==> src/rtl/alu_pkg.sv <==
// Shared ALU control codes, opcode and funct7 constants for the issue/ALU boundary.
package alu_pkg;

  localparam int CTL_W = 4;

  localparam logic [CTL_W-1:0] CTL_AND  = 4'b0000;
  localparam logic [CTL_W-1:0] CTL_OR   = 4'b0001;
  localparam logic [CTL_W-1:0] CTL_ADD  = 4'b0010;
  localparam logic [CTL_W-1:0] CTL_XOR  = 4'b0011;
  localparam logic [CTL_W-1:0] CTL_SLL  = 4'b0100;
  localparam logic [CTL_W-1:0] CTL_SRL  = 4'b0101;
  localparam logic [CTL_W-1:0] CTL_SUB  = 4'b0110;
  localparam logic [CTL_W-1:0] CTL_SLT  = 4'b0111;
  localparam logic [CTL_W-1:0] CTL_SLTU = 4'b1000;
  localparam logic [CTL_W-1:0] CTL_SRA  = 4'b1001;

  localparam logic [6:0] OPC_OP     = 7'b0110011;
  localparam logic [6:0] OPC_OP_IMM = 7'b0010011;
  localparam logic [6:0] OPC_LOAD   = 7'b0000011;
  localparam logic [6:0] OPC_STORE  = 7'b0100011;
  localparam logic [6:0] OPC_BRANCH = 7'b1100011;

  localparam logic [6:0] F7_BASE = 7'b0000000;
  localparam logic [6:0] F7_ALT  = 7'b0100000;

endpackage

==> src/rtl/alu_ctl_decode.sv <==
// Combinational opcode/funct3/funct7 -> ALU control, operand-B select and illegal flag.
module alu_ctl_decode
  import alu_pkg::*;
(
  input  logic [6:0]       opcode,
  input  logic [2:0]       funct3,
  input  logic [6:0]       funct7,
  output logic [CTL_W-1:0] alu_ctl,
  output logic             use_imm,
  output logic             illegal
);

  logic [CTL_W-1:0] ctl;

  always_comb begin
    ctl     = CTL_AND;
    use_imm = 1'b0;
    illegal = 1'b0;
    unique case (opcode)
      OPC_OP: begin
        if (funct7 == F7_BASE) begin
          case (funct3)
            3'b000:  ctl = CTL_ADD;
            3'b001:  ctl = CTL_SLL;
            3'b010:  ctl = CTL_SLT;
            3'b011:  ctl = CTL_SLTU;
            3'b100:  ctl = CTL_XOR;
            3'b101:  ctl = CTL_SRL;
            3'b110:  ctl = CTL_OR;
            default: ctl = CTL_AND;
          endcase
        end else if (funct7 == F7_ALT && funct3 == 3'b000) ctl = CTL_SUB;
        else if (funct7 == F7_ALT && funct3 == 3'b101) ctl = CTL_SRA;
        else illegal = 1'b1;
      end
      OPC_OP_IMM: begin
        use_imm = 1'b1;
        // funct7 field is immediate bits here, so only shifts inspect it (bit 0 is shamt[5])
        case (funct3)
          3'b000: ctl = CTL_ADD;
          3'b001: if (funct7[6:1] == 6'b000000) ctl = CTL_SLL; else illegal = 1'b1;
          3'b010: ctl = CTL_SLT;
          3'b011: ctl = CTL_SLTU;
          3'b100: ctl = CTL_XOR;
          3'b101: begin
            if (funct7[6:1] == 6'b000000)      ctl = CTL_SRL;
            else if (funct7[6:1] == 6'b010000) ctl = CTL_SRA;
            else                               illegal = 1'b1;
          end
          3'b110:  ctl = CTL_OR;
          default: ctl = CTL_AND;
        endcase
      end
      OPC_LOAD, OPC_STORE: begin
        use_imm = 1'b1;
        ctl     = CTL_ADD;
      end
      OPC_BRANCH: begin
        case (funct3)
          3'b000, 3'b001: ctl = CTL_SUB;
          3'b100, 3'b101: ctl = CTL_SLT;
          3'b110, 3'b111: ctl = CTL_SLTU;
          default:        illegal = 1'b1;
        endcase
      end
      default: illegal = 1'b1;
    endcase
  end

  assign alu_ctl = illegal ? CTL_AND : ctl;

endmodule

==> src/rtl/alu_dispatch.sv <==
// Issue stage: decodes ALU ops and registers them behind a 2-entry (output + skid) buffer.
// Optional ALU_DISPATCH_PERF_EN adds issue_cnt/stall_cnt counters.
module alu_dispatch
  import alu_pkg::*;
#(
  parameter int XLEN = 64
) (
  input  logic             clk,
  input  logic             rst_n,
  input  logic             in_valid,
  output logic             in_ready,
  input  logic [6:0]       opcode,
  input  logic [2:0]       funct3,
  input  logic [6:0]       funct7,
  input  logic [XLEN-1:0]  rs1_data,
  input  logic [XLEN-1:0]  rs2_data,
  input  logic [XLEN-1:0]  imm,
  output logic             out_valid,
  input  logic             out_ready,
  output logic [CTL_W-1:0] alu_ctl,
  output logic [XLEN-1:0]  op_a,
  output logic [XLEN-1:0]  op_b,
  output logic             illegal
`ifdef ALU_DISPATCH_PERF_EN
  ,
  output logic [31:0]      issue_cnt,
  output logic [31:0]      stall_cnt
`endif
);

  typedef struct packed {
    logic [CTL_W-1:0] ctl;
    logic             ill;
    logic [XLEN-1:0]  a;
    logic [XLEN-1:0]  b;
  } beat_t;

  logic [CTL_W-1:0] dec_ctl;
  logic             dec_use_imm;
  logic             dec_illegal;

  alu_ctl_decode u_dec (
    .opcode  (opcode),
    .funct3  (funct3),
    .funct7  (funct7),
    .alu_ctl (dec_ctl),
    .use_imm (dec_use_imm),
    .illegal (dec_illegal)
  );

  beat_t in_beat, out_q, skid_q;
  logic  skid_full;
  logic  acc, drain;

  assign in_beat = '{ctl: dec_ctl, ill: dec_illegal, a: rs1_data,
                     b: dec_use_imm ? imm : rs2_data};
  assign acc     = in_valid & in_ready;
  assign drain   = out_valid & out_ready;

  // in_ready comes straight from a flop, keeping the upstream path registered
  assign in_ready = ~skid_full;

  always_ff @(posedge clk) begin
    if (!rst_n) begin
      out_valid <= 1'b0;
      skid_full <= 1'b0;
      out_q     <= '0;
      skid_q    <= '0;
    end else if (!out_valid || drain) begin
      if (skid_full) begin
        out_q     <= skid_q;
        skid_full <= 1'b0;
      end else begin
        out_valid <= acc;
        if (acc) out_q <= in_beat;
      end
    end else if (acc) begin
      skid_q    <= in_beat;
      skid_full <= 1'b1;
    end
  end

  assign alu_ctl = out_q.ctl;
  assign illegal = out_q.ill;
  assign op_a    = out_q.a;
  assign op_b    = out_q.b;

`ifdef ALU_DISPATCH_PERF_EN
  always_ff @(posedge clk) begin
    if (!rst_n) begin
      issue_cnt <= '0;
      stall_cnt <= '0;
    end else begin
      if (drain)                   issue_cnt <= issue_cnt + 32'd1;
      if (out_valid && !out_ready) stall_cnt <= stall_cnt + 32'd1;
    end
  end
`endif

endmodule

==> config.mk <==
export PLATFORM = sky130hd
export DESIGN_NAME = alu_dispatch
export DESIGN_NICKNAME = d
export VERILOG_FILES = /design/src/rtl/alu_pkg.sv /design/src/rtl/alu_ctl_decode.sv /design/src/rtl/alu_dispatch.sv
export SDC_FILE = /design/constraint.sdc
export NUM_CORES = 1
export LEC_CHECK = 0
export CAP_MARGIN = 20
export CORE_UTILIZATION = 60
export DETAILED_ROUTE_END_ITERATION = 8
export DONT_BUFFER_PORTS = 1
export PLACE_DENSITY = 0.74
export SLEW_MARGIN = 15
export SYNTH_ARGS = -nofsm -noshare
export SYNTH_HDL_FRONTEND = slang
export SYNTH_HIERARCHICAL = 1
export SYNTH_SLANG_ARGS = --single-unit
==> constraint.sdc <==
create_clock -name clk -period 6 [get_ports clk]
set_clock_uncertainty 0.1 [all_clocks]
set_input_delay 1.2 -clock clk [delete_from_list [all_inputs] [get_ports clk]]
set_output_delay 1.2 -clock clk [all_outputs]
set_load 0.02 [all_outputs]
---- Yosys cells after proc, flatten, opt, wreduce, memory -nomap -nowiden ----
Index checks and enable logic that the tools add are counted.
operators by class
  equal/unequal tests ..................... 14
  multiplexer cells ....................... 24
  bitwise operators ....................... 5
  reductions and logical operators ........ 18
operators by type and width
  operator                                                         number
  133-bit 2-to-1 mux                                               2
  64-bit 2-to-1 mux                                                1
  4-bit one-hot mux with 7 select lines                            2
  4-bit 2-to-1 mux                                                 6
  7-bit by 6-bit == test with 1-bit output, second input constant  3
  4-bit one-hot mux with 4 select lines                            1
  3-bit == test, second input constant                             4
  4-bit one-hot mux with 3 select lines                            1
  2-bit OR reduction                                               5
  1-bit 2-to-1 mux                                                 8
  7-bit by 2-bit == test with 1-bit output, second input constant  1
  7-bit by 5-bit == test with 1-bit output, second input constant  1
  7-bit == test, second input constant                             1
  7-bit zero test                                                  1
  3-bit by 2-bit == test with 1-bit output, second input constant  2
  6-bit by 5-bit == test with 1-bit output, second input constant  1
  6-bit zero test                                                  1
  2-bit AND reduction                                              3
  6-bit OR reduction                                               1
  1-bit one-hot mux with 4 select lines                            1
  3-bit by 1-bit == test with 1-bit output, second input constant  1
  3-bit zero test                                                  1
  3-bit 2-to-1 mux                                                 1
  1-bit NOT                                                        3
  other kinds (7)                                                  9
storage, ports and cells
  register bits after elaboration ......... 268
  bits of input ports ..................... 213
  output and inout port bits .............. 135
  word-level logic and storage cells ...... 71

---- Longest topological paths before layout ----
Gate-level depths: netlist of the first run.
  word-level depth ........................ 9
  gate-level depth with buffers ........... 8
  gate-level depth less buffers ........... 7

---- Hierarchy ----
The synthesis of the first run kept the hierarchy.
by module, submodules not included
  module          instances  cells each  area an instance (um^2)  sequential area each (um^2)
  alu_dispatch    1          1360        12140.4                  5365.1
  alu_ctl_decode  1          58          439.2                    0.0

---- Least setup slack after synthesis of the first run ----
No wires, ideal clock.
  kind .................................... input-to-reg
  from .................................... input port funct7[2]
  to ...................................... register out_q, in the netlist alu_ctl[0]
  setup time .............................. 0.059 ns
  data arrival time ....................... 2.722 ns
  required time ........................... 5.841 ns
  setup slack ............................. 3.120 ns
  cell stages on the path ................. 8
  buffers on the path ..................... 1
  cell sequence ........................... or4_4 -> buf_6 -> nor4_4 -> nand2_2 -> o221ai_1 -> mux2i_1 -> nand3_1 -> o211a_1
between the ends
  word-level cells in the longest chain between the ends .. 9
  elaborated cells between the ends (all ways) .. 24
  classes of those cells .................. 2 x eq/ne; 18 x mux; 4 x reduce/logical
ends and longest elaborated chain
  element                                                                                        line                  source
  start: declaration                                                                             alu_dispatch.sv:14    input logic [6:0] funct7,
  parallel branches: the longest is 6 deep, another holds 4-bit one-hot mux with 7 select lines  n/a
  4-bit 2-to-1 mux *                                                                             alu_ctl_decode.sv:70  assign alu_ctl = illegal ? CTL_AND : ctl;
  net dec_ctl[0]                                                                                 alu_dispatch.sv:38    logic [CTL_W-1:0] dec_ctl;
  133-bit 2-to-1 mux *                                                                           alu_dispatch.sv:75    if (acc) out_q <= in_beat;
  133-bit 2-to-1 mux *                                                                           alu_dispatch.sv:70    if (skid_full) begin
  end signal: assignment                                                                         alu_dispatch.sv:71    out_q <= skid_q;
  end signal: assignment                                                                         alu_dispatch.sv:75
  end: declaration                                                                               alu_dispatch.sv:51    beat_t in_beat, out_q, skid_q;
Mark *: on every way through the listed nets, which the timed path passes. The select of a mux whose other input is x is not followed.
A chain may end at the register's enable or synchronous reset.

---- Worst setup path after layout of the first run ----
  from .................................... input port opcode[3]
  to ...................................... register skid_q[34] in the netlist's numbering
between the ends
  word-level cells in the longest chain between the ends .. 4
  elaborated cells between the ends (all ways) .. 6
  classes of those cells .................. 3 x eq/ne; 2 x mux; 1 x reduce/logical
ends and longest elaborated chain
  element                                                                 line                  source
  start: declaration                                                      alu_dispatch.sv:12    input logic [6:0] opcode,
  7-bit by 2-bit == test with 1-bit output, or another cell as far along  alu_ctl_decode.sv:19  unique case (opcode)
  3-bit OR reduction (no source line) *                                   n/a
  1-bit 2-to-1 mux *                                                      alu_ctl_decode.sv:19
  net dec_use_imm                                                         alu_dispatch.sv:39    logic dec_use_imm;
  64-bit 2-to-1 mux *                                                     alu_dispatch.sv:56    b: dec_use_imm ? imm : rs2_data};
  end signal: assignment                                                  alu_dispatch.sv:78    skid_q <= in_beat;
  end: declaration                                                        alu_dispatch.sv:51
The timed path passes the listed nets; every way through them passes the cells marked *.

==> flow_summary.toml, run 1 <==
[synth]
synth.avg_cell_area_sq_um = 8.87
synth_cell_types = 48
synthFlopType = "dfxtp_1"
synthTopCellsByCount = "dfxtp_1, nand2_1, a211oi_1, clkbuf_1, nand3_1"
synth-edff-count = 0
synthCells = 1418
yosys-top-cells-area = "dfxtp_1, a211oi_1, nand2_1"
ys_ff_latch = 268
synth-async-reset-ratio = 0
yosysMostFrequentCell = "dfxtp_1"
synth_top_area_frac = 0.426
yosysWarningCount = 6
synth_top_area_cell = "dfxtp_1"
ys_seq_area_frac = 0.426
netlist_area_sq_mm = 0.0126
syn-num-nets = 1631

[global_routing]
antenna_found_initial = 6
gr-usage-met2 = 0.462
grt_busiest_layer = "met2"
grt_pass1_vias = 9678
grt.total_usage = 0.295
overflow = 0
grt_first_pass_wirelength_um = 52400
use_met1 = 0.373
grt_use_met3 = 0.0984
grt_max_degree = 333

[drt]
wirelength_um = 33600
drc = 0
vias = 10500
drtPass1Iterations = 5
vias_per_cell = 6.56
wl_per_cell_um = 21.0
drt.antenna.violating_nets = 0
drt_iter0_drc = 711

[sta]
min_period_over_period = 0.521
setup-violations-final = 0
rsz0062_at_grt = "no"
hold_viol = 0
tightest_slew_ns = 1.04
slew-limit-headroom = 0.306
layout_min_cycle_time_ns = 3.13
hold_ws_ns = 0.352
clock.fmax_mhz = 320
tns_ns = 0
drv_slew = 0

[cts]
clk_latency_ns = 0.52
cts.clk_slew.worst_paths_ns = 0.06
ctsLongestPathBuffers = 3
clock-root-buffer = "clkbuf_16"
h-tree-depth = 1
cts_tree = "built"
ctsHoldBuffers = 0
clock-sinks = 268
post_cts_buffers = 0
cts-resized-gates = 0
cts_made_buffers = 27

[floorplan]
rows = 52
io_pins = 348
start_util = 0.618
fp.dieH_um = 147
die-area_sq_mm = 0.0215
die_w_um = 147
core_sq_mm = 0.0204

[worst_setup_path]
crit_start = "opcode[3]"
critPathMaxFanout = 103
r2r_start = "skid_full"
reg2reg_depth = 4
worst_r2r_endpoint = "op_b[32]"
reg2reg_slack_ns = 2.93
cp-endpoint = "skid_q[34]"
arrival_ns = 3.42
cp.required_ns = 6.29
end_kind = "flip-flop"
start_kind = "input pin"
worstSetupPathType = "in2reg"

[power]
irDropWorstVdd_uv = 227
power-per-cell-area_mw_per_mm2 = 303
p_leak_nw = 4.81
power_mw = 4.01

[placed_design]
port-buffer-count = 0
placed_area_sq_mm = 0.0124
routabilityCongestion = 0.845
hpwl_um = 19400

[worst_hold_path]
hold_path.class = "reg2reg"

[run_status]
status = "complete, no violations"

[finish]
fin_nets = 1515
final_layout_size_suffix_gt1_frac = 0.0568
design_area_sq_mm = 0.0133
area_growth_syn_to_layout_pct = 5.35

[job]
max_cap_viol_count = 0
## how the worst min path moves through the flow
stage / startpoint / to / slack (ns) / cells past startpoint
after global routing: skid_q[82] / skid_q[82] / 0.38 / 2
after floorplan: skid_q[107] / skid_q[107] / 0.33 / 2
after detailed placement: skid_q[82] / skid_q[82] / 0.35 / 2
after global placement: skid_q[82] / skid_q[82] / 0.34 / 2
final: skid_q[115] / skid_q[115] / 0.35 / 2
after CTS: skid_q[82] / skid_q[82] / 0.35 / 2
## report_power, final
part / switching [mW] / total (mW) / internal (mW)
clock: 0.690 / 1.65 / 0.955
combinational: 0.177 / 0.327 / 0.149
sequential: 0.160 / 2.04 / 1.88
## flip-flops by register name, summed over array words and instances, names as in the netlist
register and count:
alu_ctl 4, illegal 1, op_a 64, op_b 64, out_valid 1, skid_full 1
skid_q 133
## stage by stage
step / util / cells / worst slack (ns)
final: 0.651 / 1598 / 2.87
after global routing: 0.651 / 1596 / 2.74
after CTS: 0.650 / 1591 / 2.93
after detailed placement: 0.607 / 1543 / 2.41
after global placement: 0.607 / 1543 / 2.46
after floorplan: - / 1418 / 3.12
## critical path, cell delays in order
cell and delay [ns]:
nor4bb_1 0.41, and3_4 0.74, buf_12 0.44, nor2b_1 0.14
a211oi_1 0.35, nor3b_1 0.09
## cells by family (layout without fill, tap and decap cells)
kind of cell              Yosys count  count (layout)  synth area share
and+or+nand+nor                   501             501             0.200
AOI/OAI and AO/OA                 416             416             0.261
DFF                               268             268             0.426
buffers and inverters             163              66            0.0574
muxes                              69              69            0.0549
xor gates and xnor gates            1               1          0.000696
other                               0               7                 0
## area by class of cell
type                    count  area [sq um]
fillers                  1718          7110
clock inverters             8          71.3
flip-flops and latches    268          5370
inverters                   4          15.0
multi-input cells         987          6530
repair buffers             14           118
diodes                      7          17.5
well taps                 270           338
clock buffers              40           795
## cells in the final DEF, fill, tap and decap left out, types with 64 or more instances in the layout
master / instances
mux2i_1: 69
nand3_1: 71
nand2_1: 205
nor2_1: 67
a211oi_1: 128
nor2b_1: 67
dfxtp_1: 267
o2111ai_1: 65
nor3b_1: 65
o211a_1: 69
o22ai_1: 64
## per-layer routing
layer | share of wire | routed length, um
met1 | 0.40 | 13500
met2 | 0.46 | 15500
met3 | 0.10 | 3360
met4 | 0.036 | 1220
met5 | 0.00039 | 13
(Power assumes the default switching activity.)
==> inputs of run 2 (changes only) <==
--- a/config.mk
+++ b/config.mk
@@ -6,7 +6,7 @@
 export NUM_CORES = 1
 export LEC_CHECK = 0
 export CAP_MARGIN = 20
-export CORE_UTILIZATION = 60
+export CORE_UTILIZATION = 58
 export DETAILED_ROUTE_END_ITERATION = 8
 export DONT_BUFFER_PORTS = 1
 export PLACE_DENSITY = 0.74
==> constraint.sdc (replaced) <==
create_clock -name clk -period 2.85 [get_ports clk]
set_clock_uncertainty 0.1 [all_clocks]
set_input_delay 0.57 -clock clk [delete_from_list [all_inputs] [get_ports clk]]
set_output_delay 0.57 -clock clk [all_outputs]
set_load 0.02 [all_outputs]
==> flow_summary.toml, run 2 (synthesis results as in run 1) <==
[finish]
largest_reg_flops = 133
final_cell_mix = "dfxtp_1, nand2_1, a211oi_1, nand3_1"
fin_nets = 1527
mostFrequentLayoutCell = "dfxtp_1"
largest_register = "skid_q"
final_layout_size_suffix_gt1_frac = 0.0682
area_growth_syn_to_layout_pct = 7.30

[run_status]
status = "complete, no violations"

[power]
power_mw = 8.68
power-per-cell-area_mw_per_mm2 = 643
p_comb_frac = 0.082
power.switching_mw = 2.20
irDropWorstVdd_uv = 514
seqPwrFrac = 0.494
intPower_mw = 6.47
swShare = 0.254
p_leak_nw = 4.95
pwr-share-clk = 0.424

[worst_setup_path]
critPathMaxStageDelay_ns = 0.46
path_cells = "nor4bb_1 > and3_4 > buf_12 > nor2b_1 > a211oi_1 > o22ai_1"
reg2reg_slack_ns = 0.88
path_delay_family = "simple AND/OR/NAND/NOR gates"
critPathMaxFanout = 51
start_kind = "input pin"
cp_num_buf_inv = 1
worst_r2r_endpoint = "skid_q[17]"
r2r_start = "out_valid"
worstSetupPathType = "in2reg"
arrival_ns = 2.32
cpMaxStageDelayCell = "nor4bb_1"
reg2reg_depth = 5
crit_cells = 6
end_kind = "flip-flop"
cp.required_ns = 3.14

[job]
max_cap_viol_count = 0

[drt]
vias_per_cell = 6.52
drtPass1Iterations = 5
drt_iter0_drc = 582
wl_per_cell_um = 20.8
drt.antenna.violating_nets = 0
drc = 0
wirelength_um = 33500
vias = 10500

[sta]
min_period_over_period = 0.711
drv_slew = 0
rsz0062_at_grt = "no"
clock.fmax_mhz = 494
layout_min_cycle_time_ns = 2.03
hold_viol = 0
slew-limit-headroom = 0.490
tns_ns = 0
setup-violations-final = 0
tightest_slew_ns = 0.765

[cts]
cts-resized-gates = 0
post_cts_buffers = 0
ctsLongestPathBuffers = 3
clock-root-buffer = "clkbuf_16"
cts_tree = "built"
cts_made_buffers = 28
clk_latency_ns = 0.55
cts.clk_slew.worst_paths_ns = 0.06
ctsHoldBuffers = 0
clock-sinks = 268
h-tree-depth = 1

[placed_design]
hpwl_um = 19700
routabilityCongestion = 0.880
port-buffer-count = 0

[global_routing]
grt_pass1_vias = 9902
grt_max_degree = 333
antenna_found_initial = 3
grt_first_pass_wirelength_um = 52100
grt.total_usage = 0.287
overflow = 0

[worst_hold_path]
min_from = "rs1_data[15]"
hold_end = "skid_q[79]"
hold_path.class = "in2reg"
hold_path_depth = 2

[floorplan]
fp.dieH_um = 149
die-area_sq_mm = 0.0223
core_sq_mm = 0.0212
die_w_um = 149
rows = 53
io_pins = 348
start_util = 0.595
## run 2: cell count changes in the layout (fill, tap and decap cells not counted)
cell / previous run / this run
clkinv_2: 5 / 7
inv_6: 1 / 0
clkinvlp_4: 1 / 0
clkinv_8: 0 / 1
bufinv_16: 1 / 2
clkbuf_1: 6 / 3
clkbuf_16: 27 / 28
buf_12: 1 / 8
diode_2: 7 / 3
buf_4: 13 / 17
clkbuf_8: 7 / 8
inv_8: 0 / 1
## run 2: routing by layer
metal	track usage	wire length [um]
met3	0.0966	3560
met2	0.468	15700
met1	0.347	13100
met4	0.110	1110
met5	0	0
## run 2: cell type report
type | instances | area (sq um)
Timing Repair Buffer | 25 | 288
Clock buffer | 39 | 822
Multi-Input combinational cell | 987 | 6530
Clock inverter | 11 | 123
Sequential cell | 268 | 5370
Tap cell | 275 | 344
Antenna cell | 3 | 7.51
Inverter | 4 | 15.0
Fill cell | 1764 | 7660
## run 2: power by group through the flow
stage	clock network (mW)	registers [mW]	logic, mW
after floorplan	0	4.31	0.643
after global placement	0	4.36	0.685
after detailed placement	0	4.37	0.704
after CTS	3.75	4.29	0.709
after global routing	3.90	4.31	0.784
final	3.68	4.29	0.709
## run 2: worst max path at each step
| stage | startpoint | end | slack, ns |
|---|---|---|---|
| after floorplan | funct7[2] | alu_ctl[0] | 0.60 |
| after global placement | opcode[3] | op_b[41] | 0.40 |
| after detailed placement | opcode[3] | op_b[36] | 0.32 |
| after CTS | skid_full | in_ready | 0.80 |
| after global routing | opcode[3] | op_b[22] | 0.70 |
| final | opcode[3] | op_b[22] | 0.82 |
## run 2: stage by stage
| stage | std cells | hold WS [ns] | setup WS (ns) | util | area (sq um) |
|---|---|---|---|---|---|
| 2_1_floorplan | 1418 | 0.335 | 0.600 | - | 12600 |
| 3_3_place_gp | 1559 | 0.340 | 0.403 | 0.593 | 12500 |
| 3_5_place_dp | 1559 | 0.347 | 0.325 | 0.593 | 12500 |
| 4_1_cts | 1609 | 0.0274 | 0.802 | 0.638 | 13500 |
| 5_1_grt | 1612 | 0.0376 | 0.699 | 0.638 | 13500 |
| 6_report | 1612 | 0.0475 | 0.824 | 0.638 | 13500 |
==> inputs of run 3 (changes only) <==
--- a/config.mk
+++ b/config.mk
@@ -5,8 +5,9 @@
 export SDC_FILE = /design/constraint.sdc
 export NUM_CORES = 1
 export LEC_CHECK = 0
+export ABC_AREA = 1
 export CAP_MARGIN = 20
-export CORE_UTILIZATION = 58
+export CORE_UTILIZATION = 60
 export DETAILED_ROUTE_END_ITERATION = 8
 export DONT_BUFFER_PORTS = 1
 export PLACE_DENSITY = 0.74
==> constraint.sdc (replaced) <==
create_clock -name clk -period 1.95 [get_ports clk]
set_clock_uncertainty 0.1 [all_clocks]
set_input_delay 0.39 -clock clk [delete_from_list [all_inputs] [get_ports clk]]
set_output_delay 0.39 -clock clk [all_outputs]
set_load 0.02 [all_outputs]
==> flow_summary.toml, run 3 <==
[drt]
drtPass1Iterations = 8
wirelength_um = 35100
vias_per_cell = 4.91
top_layer = "met4"
wl_met2_um = 15800
wl_met1_um = 14900
drt.antenna.violating_nets = 0
met3_length_um = 3150
vias = 13500
drt_iter0_drc = 995
drc = 0
wl_per_cell_um = 12.8

[synth]
synthFlopType = "dfxtp_1"
synth_fa_ha_area_frac = 0
ys_ff_latch = 268
synth_compound_area_frac = 0.0286
netlist_area_sq_mm = 0.0139
synth_top_area_cell = "dfxtp_1"
synth.avg_cell_area_sq_um = 5.72
synthCells = 2430
synth_xor_xnor_area_share = 0
synth_cell_types = 21
yosys-top-cells-area = "dfxtp_1, nand2_1, nor2_1"
synth_top_family_by_area = "simple AND/OR/NAND/NOR gates"
synth-async-reset-ratio = 0
ys_seq_area_frac = 0.386
synth_top_area_frac = 0.386
yosysMostFrequentCell = "nand2_1"
syn-num-nets = 2643
synthSimpleGateAreaFrac = 0.442
synth-edff-count = 0
synth_mux_area_frac = 0
yosysWarningCount = 6
synthTopCellsByCount = "nand2_1, nor2_1, inv_1, dfxtp_1, nand3_1"

[worst_setup_path]
end_kind = "flip-flop"
start_kind = "flip-flop"
path_cells = "inv_6 > nand2_2 > nor2_4 > buf_12 > buf_12 > nand2_1 > nand2_1 > dlygate4sd3_1 > nor2_1"
reg2reg_depth = 9
path_delay_family = "buffers and inverters"
cp.required_ns = 2.29
crit_cells = 9
worstSetupPathType = "reg2reg"
critPathMaxStageDelay_ns = 0.58
cp_num_buf_inv = 4
arrival_ns = 2.23
cpMaxStageDelayCell = "dlygate4sd3_1"
critPathMaxFanout = 15

[sta]
setup-violations-final = 0
slew-limit-headroom = 0.601
tightest_slew_ns = 0.599
min_period_over_period = 0.969
drv_slew = 0
hold_ws_ns = -0.0548
layout_min_cycle_time_ns = 1.89
fin_ws_ns = 0.0602
clock.fmax_mhz = 529
hold_viol = 35

[placed_design]
routabilityCongestion = 0.902
hpwl_um = 21700
place_ws_ns = 0.172
port-buffer-count = 0
placed_area_sq_mm = 0.0141
dp_cells = 2613

[cts]
clock-sinks = 268
clk_latency_ns = 0.53
h-tree-depth = 1
ctsLongestPathBuffers = 3
cts_made_buffers = 28
cts_tree = "built"
clock-root-buffer = "clkbuf_16"
cts.clk_slew.worst_paths_ns = 0.06

[floorplan]
die-area_sq_mm = 0.0238
rows = 55
io_pins = 348
core_sq_mm = 0.0227
fp.dieH_um = 154
die_w_um = 154
start_util = 0.612

[finish]
final_layout_size_suffix_gt1_frac = 0.0452
area_growth_syn_to_layout_pct = 14.1
mostFrequentLayoutCell = "nand2_1"
largest_register = "skid_q"
fin_nets = 2653
fin_cells = 2743
largest_reg_flops = 133
final_cell_mix = "nand2_1, nor2_1, inv_1, dfxtp_1, nand3_1"
design_area_sq_mm = 0.0159

[run_status]
status = "finished, violations left"
failed_checks = "hold timing"

[global_routing]
grt_pass1_vias = 11800
grt.total_usage = 0.280
antenna_found_initial = 1
overflow = 0
grt_first_pass_wirelength_um = 55500
grt_max_degree = 269

[worst_hold_path]
hold_path_depth = 2
hold_path.class = "in2reg"

[power]
power-per-cell-area_mw_per_mm2 = 825
irDropWorstVdd_uv = 521
p_leak_nw = 8.18

[job]
max_cap_viol_count = 0
run 3: cell types whose count changed after synthesis, moves of 65 or more:
| cell | delta |
|---|---|
| o2111ai_1 | -65 |
| nor3b_1 | -65 |
| a211oi_1 | -128 |
| nand2_1 | +684 |
| mux2i_1 | -69 |
| o211a_1 | -69 |
| nor2_1 | +542 |
| o21ai_0 | +69 |
| inv_1 | +341 |
| nor2b_1 | -67 |
run 3: final cells by class:
class                      instances  area (sq um)
fill                            2059          6850
multi-input combinational       1674          6570
sequential                       268          5370
timing repair buffer             118          1380
inverter                         350          1320
clock buffer                      42           815
tap                              285           357
clock inverter                     5          50.0
antenna                            1          2.50
run 3: path summary, 6_finish.rpt:
path	from	to	slack (ns)
max reg2reg	skid_full	skid_q[47]	0.06
min	rst_n	op_b[13]	-0.05
min reg2reg	skid_q[9]	skid_q[9]	0.38
max	skid_full	skid_q[47]	0.06
run 3: cells by family after synthesis:
kind of cell,Yosys count
DFF,268
and+or+nand+nor,1595
buffers and inverters,488
AOI/OAI and AO/OA,79
run 3: per-layer routing:
metal / up-vias / GRT usage
met5: - / 0
met2: 458 / 0.466
li1: 7027 / -
met4: 0 / 0.108
met3: 84 / 0.0737
met1: 5902 / 0.346
run 3: worst reg2reg max path: stages (launching register included):
cell           delay (ns)
dfxtp_4              0.37
inv_6                0.10
nand2_2              0.08
nor2_4               0.13
buf_12               0.14
buf_12               0.15
nand2_1              0.06
nand2_1              0.06
dlygate4sd3_1        0.58
nor2_1               0.04
run 3: where the power goes:
group | switching (mW) | internal (mW) | leakage, nW | total, mW
Combinational | 0.935 | 0.673 | 5.55 | 1.61
Clock | 2.13 | 2.98 | 0.427 | 5.11
Sequential | 0.534 | 5.82 | 2.20 | 6.36
Total | 3.60 | 9.48 | 8.18 | 13.1
run 3: through the flow:
stage	TNS, ns	power [mW]	util
6_report	0	13.1	0.698
5_1_grt	-0.0299	13.7	0.698
3_3_place_gp	0	7.85	0.621
2_1_floorplan	0	7.61	-
3_5_place_dp	0	7.89	0.621
4_1_cts	0	13.1	0.679
run 3: repair_timing:
action,4_1_cts,5_1_grt
endpoints found under the setup margin,0,17
hold buffers,44,26
hold endpoints to repair,268,60
resized for setup,0,1
buffers inserted,0,8
